==> src/rtl/uart_tx_sched_pkg.sv <==
// rtl/uart_tx_sched_pkg.sv - shared types and constants for the UART TX scheduler
package uart_tx_sched_pkg;

  typedef enum logic [2:0] {
    IDLE   = 3'd0,
    START  = 3'd1,
    DATA   = 3'd2,
    PARITY = 3'd3,
    STOP   = 3'd4
  } sched_state_e;

  localparam int DataBits = 8;
  localparam int MinDiv   = 2;

  // Parity bit that makes the data-plus-parity ones count even (odd=0) or odd (odd=1)
  function automatic logic frame_parity(input logic [DataBits-1:0] data, input logic odd);
    return (^data) ^ odd;
  endfunction

endpackage

==> src/rtl/uart_bit_timer.sv <==
// rtl/uart_bit_timer.sv - per-bit down-counter, reloaded on every bit entry
module uart_bit_timer
  import uart_tx_sched_pkg::*;
#(
  parameter int DivW = 16
) (
  input  logic            clk_i,
  input  logic            rst_i,
  input  logic            load_i,
  input  logic [DivW-1:0] div_i,
  output logic            bit_end_o
);

  logic [DivW-1:0] cnt_q;
  logic [DivW-1:0] period_m1;

  // Clamp the divisor so a bit never lasts fewer than MinDiv cycles
  always_comb begin
    if (div_i < DivW'(MinDiv)) begin
      period_m1 = DivW'(MinDiv - 1);
    end else begin
      period_m1 = div_i - DivW'(1);
    end
  end

  // Reload on bit entry, otherwise count down and park at zero
  always_ff @(posedge clk_i) begin
    if (rst_i) begin
      cnt_q <= '0;
    end else if (load_i) begin
      cnt_q <= period_m1;
    end else if (cnt_q != '0) begin
      cnt_q <= cnt_q - DivW'(1);
    end
  end

  assign bit_end_o = (cnt_q == '0);

endmodule

==> src/rtl/uart_tx_sched.sv <==
// rtl/uart_tx_sched.sv - round-robin shared UART transmitter with baud timer and framer
module uart_tx_sched
  import uart_tx_sched_pkg::*;
#(
  parameter  int NumReq = 4,
  parameter  int DivW   = 16,
  localparam int IdxW   = $clog2(NumReq)
) (
  input  logic                   clk_i,
  input  logic                   rst_i,
  input  logic [NumReq-1:0]      req_valid_i,
  input  logic [NumReq*8-1:0]    req_data_i,
  output logic [NumReq-1:0]      req_ready_o,
  input  logic [DivW-1:0]        clk_div_i,
  input  logic                   parity_en_i,
  input  logic                   parity_odd_i,
  output logic                   tx_o,
  output logic                   busy_o,
  output logic [IdxW-1:0]        grant_idx_o,
  output logic                   frame_done_o
);

  sched_state_e          state_q, state_n;
  logic [2:0]            bit_cnt_q, bit_cnt_n;
  logic                  tx_q, tx_n;
  logic                  busy_q;
  logic [IdxW-1:0]       rr_ptr_q;
  logic [IdxW-1:0]       grant_idx_q;

  logic [DataBits-1:0]   data_q;
  logic [DivW-1:0]       div_q;
  logic                  par_en_q;
  logic                  par_odd_q;

  logic                  grant_any;
  logic [IdxW-1:0]       grant_idx;
  logic [NumReq-1:0]     grant_oh;
  logic [IdxW:0]         cand;
  logic [IdxW-1:0]       cand_idx;

  logic                  handshake;
  logic                  timer_load;
  logic [DivW-1:0]       timer_div;
  logic                  bit_end;

  // Rotating priority search: first valid requester at or after rr_ptr, wrapping
  always_comb begin
    grant_any = 1'b0;
    grant_idx = '0;
    grant_oh  = '0;
    cand      = '0;
    cand_idx  = '0;
    for (int k = 0; k < NumReq; k++) begin
      cand = {1'b0, rr_ptr_q} + (IdxW+1)'(k);
      if (cand >= (IdxW+1)'(NumReq)) begin
        cand = cand - (IdxW+1)'(NumReq);
      end
      cand_idx = cand[IdxW-1:0];
      if (!grant_any && req_valid_i[cand_idx]) begin
        grant_any = 1'b1;
        grant_idx = cand_idx;
      end
    end
    grant_oh[grant_idx] = grant_any;
  end

  assign handshake   = (state_q == IDLE) && grant_any;
  assign req_ready_o = (state_q == IDLE) ? grant_oh : '0;

  // The accept cycle loads the timer from the live divisor; later bits use the captured one
  assign timer_div = handshake ? clk_div_i : div_q;

  uart_bit_timer #(
    .DivW (DivW)
  ) u_bit_timer (
    .clk_i     (clk_i),
    .rst_i     (rst_i),
    .load_i    (timer_load),
    .div_i     (timer_div),
    .bit_end_o (bit_end)
  );

  // Frame sequencing and the line level for whichever bit is being entered
  always_comb begin
    state_n      = state_q;
    bit_cnt_n    = bit_cnt_q;
    timer_load   = 1'b0;
    frame_done_o = 1'b0;
    tx_n         = 1'b1;
    case (state_q)
      IDLE: begin
        if (grant_any) begin
          state_n    = START;
          timer_load = 1'b1;
        end
      end
      START: begin
        if (bit_end) begin
          state_n    = DATA;
          bit_cnt_n  = '0;
          timer_load = 1'b1;
        end
      end
      DATA: begin
        if (bit_end) begin
          timer_load = 1'b1;
          if (bit_cnt_q == 3'(DataBits - 1)) begin
            state_n = par_en_q ? PARITY : STOP;
          end else begin
            bit_cnt_n = bit_cnt_q + 3'd1;
          end
        end
      end
      PARITY: begin
        if (bit_end) begin
          state_n    = STOP;
          timer_load = 1'b1;
        end
      end
      STOP: begin
        if (bit_end) begin
          state_n      = IDLE;
          frame_done_o = 1'b1;
        end
      end
      default: state_n = IDLE;
    endcase
    case (state_n)
      START:   tx_n = 1'b0;
      DATA:    tx_n = data_q[bit_cnt_n];
      PARITY:  tx_n = frame_parity(data_q, par_odd_q);
      default: tx_n = 1'b1;
    endcase
  end

  // State, registered line/busy outputs and round-robin bookkeeping
  always_ff @(posedge clk_i) begin
    if (rst_i) begin
      state_q     <= IDLE;
      bit_cnt_q   <= '0;
      tx_q        <= 1'b1;
      busy_q      <= 1'b0;
      rr_ptr_q    <= '0;
      grant_idx_q <= '0;
    end else begin
      state_q   <= state_n;
      bit_cnt_q <= bit_cnt_n;
      tx_q      <= tx_n;
      busy_q    <= (state_n != IDLE);
      if (handshake) begin
        grant_idx_q <= grant_idx;
        rr_ptr_q    <= (grant_idx == IdxW'(NumReq - 1)) ? '0 : grant_idx + IdxW'(1);
      end
    end
  end

  // Frame parameters frozen at accept so later input changes cannot disturb the frame
  always_ff @(posedge clk_i) begin
    if (handshake) begin
      data_q    <= req_data_i[grant_idx*DataBits +: DataBits];
      div_q     <= clk_div_i;
      par_en_q  <= parity_en_i;
      par_odd_q <= parity_odd_i;
    end
  end

  assign tx_o        = tx_q;
  assign busy_o      = busy_q;
  assign grant_idx_o = grant_idx_q;

endmodule

==> config.mk <==
export PLATFORM = sky130hd
export DESIGN_NAME = uart_tx_sched
export DESIGN_NICKNAME = d
export VERILOG_FILES = /design/src/rtl/uart_tx_sched_pkg.sv /design/src/rtl/uart_bit_timer.sv /design/src/rtl/uart_tx_sched.sv
export SDC_FILE = /design/constraint.sdc
export NUM_CORES = 1
export LEC_CHECK = 0
export CAP_MARGIN = 15
export CORE_MARGIN = 2
export CORE_UTILIZATION = 64
export CTS_CLUSTER_DIAMETER = 120
export DETAILED_ROUTE_END_ITERATION = 7
export DONT_BUFFER_PORTS = 1
export HOLD_SLACK_MARGIN = 0.02
export PLACE_DENSITY = 0.91
export SKIP_LAST_GASP = 1
export SYNTH_ARGS = -nofsm -noshare
export SYNTH_HDL_FRONTEND = slang
export SYNTH_SLANG_ARGS = --single-unit
export TNS_END_PERCENT = 5
==> constraint.sdc <==
create_clock -name clk_i -period 5.15 [get_ports clk_i]
set_input_delay 1.2875 -clock clk_i [delete_from_list [all_inputs] [get_ports clk_i]]
set_output_delay 1.2875 -clock clk_i [all_outputs]
set_load 0.005 [all_outputs]
==> impl_metrics.py <==
metrics = {
    "run_status": {
        "status": "completed",
    },
    "setup_path": {
        "end_kind": "output port",
        "required_ns": 3.86,
        "worstRegToRegCells": 9,
        "start_kind": "input pin",
        "r2r-end": "u_bit_timer.cnt_q[11]",
        "ff2ff_setup_slack_ns": 1.48,
        "rr_startpoint": "state_q[2]",
        "critPathKind": "input pin to output port",
        "path_max_fanout": 20,
        "worstPathArrival_ns": 2.82,
    },
    "timing": {
        "hold_viol": 0,
        "finClkSkew_ns": 0.0103,
        "fin_ws_ns": 1.04,
        "hold_ws_ns": 0.480,
        "fmax_ghz": 0.243,
        "fin_crit_ns": 4.11,
        "setup_tns_ns": 0,
        "maxSlewHeadroom": 0.391,
        "worst_slew_pin_slew_ns": 0.906,
        "fin_crit_sh": 0.798,
        "slew_viol_final": 0,
        "rsz0062_at_grt": "no",
        "setup_violations": 0,
    },
    "route": {
        "drtIter0Drc": 226,
        "first_pass_iters": 5,
        "wl_um": 7700,
        "ant_nets": 0,
        "via_count": 2958,
        "maxUsedRoutingLayer": "met4",
        "wl_per_cell_um": 16.3,
        "wl_met1_um": 3200,
        "met2_length_um": 3480,
        "drc": 0,
        "wl_met3_um": 824,
        "via_per_inst": 6.24,
    },
    "place": {
        "pre_cts_slack_ns": 0.892,
        "dp.cells": 466,
        "hpwl_um": 5850,
        "port_buffers": 0,
        "gp_congestion": 0.915,
    },
    "cts": {
        "cts.sinks": 54,
        "cts_tree": "yes",
        "cts.path.max_buffers": 2,
        "cts_buffers": 5,
        "cts_hold_buf": 0,
        "clock_latency_ns": 0.32,
        "clk_pin_slew_ns": 0.10,
        "h-tree-depth": 2,
        "cts_root_buf": "clkbuf_8",
        "post_cts.repair.setup_buffers": 0,
        "post_cts_resized": 0,
    },
    "hold_path": {
        "hp-class": "register to register",
        "whs_path_depth": 2,
        "worstHoldEndpoint": "div_q[6]",
        "hp-start": "div_q[6]",
    },
    "logic_synthesis": {
        "synth_cell_types": 53,
        "ys_ff_latch": 54,
        "yosys_most_used_dff": "dfxtp_1",
        "synth_top_area_cell": "dfxtp_1",
        "synthArstFlopShare": 0,
        "yosysTopAreaCellShare": 0.268,
        "synth_edf_count": 10,
        "synth_area_sq_um": 3290,
        "synth_seq_area_share": 0.359,
        "synthesis.nets": 474,
        "yosys-top-cells-area": "dfxtp_1 (27%), nand2_1 (9.8%), edfxtp_1 (9.1%)",
        "yosysWarnings": 0,
        "synth_area_per_cell_sq_um": 8.00,
        "postSynthCellCount": 411,
    },
    "floorplan": {
        "num_io_pins": 65,
        "initial_core_util": 0.652,
        "dieArea_sq_um": 5730,
        "placementRows": 26,
        "die_w_um": 75.7,
        "die_h_um": 75.7,
        "core_area_sq_um": 5040,
    },
    "finish": {
        "nFillCells": 401,
        "drive_gt1_frac": 0.0520,
        "antenna_cells": 0,
        "final_util": 0.680,
        "nets": 466,
        "area_delta_synth_final_pct": 4.34,
        "instances_no_fill": 474,
    },
    "power_and_ir_drop": {
        "irDropWorstVdd_mv": 0.212,
        "power_density_nw_per_um2": 401,
        "power_leakage_nw": 1.47,
    },
    "grt": {
        "grt_usage": 0.279,
        "grt_pass1_vias": 2719,
        "grt_pass1_wl_um": 12100,
        "grt_max_degree": 30,
        "overflow": 0,
        "antenna_found_initial": 0,
    },
    "flow_run": {
        "maxCapViolCount": 0,
    },
}
## final cells by class
cell class | instances | area (sq um) | area share
inverter | 15 | 56.3 | 0.0164
timing repair buffer | 4 | 30.0 | 0.00876
clock inverter | 2 | 16.3 | 0.00474
multi-input combinational | 323 | 1980 | 0.576
clock buffer | 6 | 82.6 | 0.0241
tap | 70 | 87.6 | 0.0255
sequential | 54 | 1180 | 0.344
## cells by family after synthesis
family          synth area share
fa+ha+maj                 0.0266
buf+inv                   0.0396
xor+xnor                  0.0826
flops                      0.359
compound gates             0.148
simple gates               0.294
mux                       0.0495
## worst max path at each step
stage              startpoint                     to  slack (ns)  depth (start not counted)
2_1_floorplan  req_valid_i[0]  u_bit_timer.cnt_q[14]        0.94                         13
3_3_place_gp   req_valid_i[0]         req_ready_o[3]        1.09                          7
3_5_place_dp   req_valid_i[0]  u_bit_timer.cnt_q[14]        0.89                         10
4_1_cts        req_valid_i[0]         req_ready_o[3]        1.02                          7
5_1_grt        req_valid_i[0]         req_ready_o[3]        0.88                          7
6_report       req_valid_i[0]         req_ready_o[3]        1.04                          7
## cell usage in the layout (no fill, tap or decap), types with 3 or more instances in the layout
| cell type | count |
|---|---|
| nor3_1 | 19 |
| or4_1 | 6 |
| nand2b_1 | 3 |
| nand3_1 | 5 |
| nor4_1 | 6 |
| and2_1 | 4 |
| nor2b_1 | 4 |
| inv_1 | 14 |
| dfxtp_1 | 44 |
| a31oi_1 | 10 |
| a22oi_1 | 8 |
| nand2_1 | 86 |
| o21ai_0 | 11 |
| edfxtp_1 | 10 |
| ha_1 | 7 |
| clkbuf_8 | 6 |
| xnor2_1 | 19 |
| mux2i_1 | 11 |
| o22ai_1 | 3 |
| a211oi_1 | 3 |
| xor2_1 | 12 |
| o31ai_1 | 3 |
| a21oi_1 | 13 |
| buf_4 | 4 |
| nor2_1 | 39 |
| or3_1 | 6 |
| and3_1 | 13 |
## synth_stat cells, types with 2 or more instances
library cell,n
mux4_1,2
clkbuf_1,15
nand2_1,86
xnor2_1,19
a21o_1,2
buf_2,2
nor3_1,19
o22ai_1,3
and2_1,4
or3_1,6
a221oi_1,2
o31ai_1,3
edfxtp_1,10
or4_1,6
ha_1,7
inv_1,14
nor2b_1,4
nor4_1,6
a2bb2oi_1,2
nand3_1,5
and3_1,13
buf_1,2
a22oi_1,8
a211oi_1,3
nand3b_1,2
or2_2,2
dfxtp_1,44
xor2_1,12
a21oi_1,13
mux2i_1,11
nor2_1,39
a31oi_1,10
a22o_1,2
o211ai_1,2
nand2b_1,3
o21ai_0,11
## through the flow
step	area, sq um	power [mW]
2_1_floorplan	3290	1.01
3_3_place_gp	3330	1.09
3_5_place_dp	3330	1.11
4_1_cts	3430	1.37
5_1_grt	3430	1.46
6_report	3430	1.37
## sequential cells by signal (all words and copies together), names as in the netlist
signal and flops:
data_q 8, busy_o 1, rr_ptr_q 2, par_en_q 1
u_bit_timer.cnt_q 16, div_q 16, par_odd_q 1, tx_o 1
grant_idx_o 2, state_q 3, bit_cnt_q 3
## routing by layer
metal / track usage / vias to the layer above
met4: 0.117 / 0
met1: 0.364 / 1343
li1: - / 1430
met5: 0 / -
met3: 0.0913 / 22
met2: 0.427 / 163
## where the power goes
part | internal, mW | switching, mW
Clock | 0.111 | 0.144
Sequential | 0.522 | 0.0731
Combinational | 0.227 | 0.297
## critical path, cell delays in order
cell and delay (ns):
a21oi_1 0.04, o21a_1 0.17, o22ai_1 0.15, buf_4 0.25
clkinv_1 0.40, ha_1 0.35, and3_1 0.16
Power figures use the tool's default switching activity.
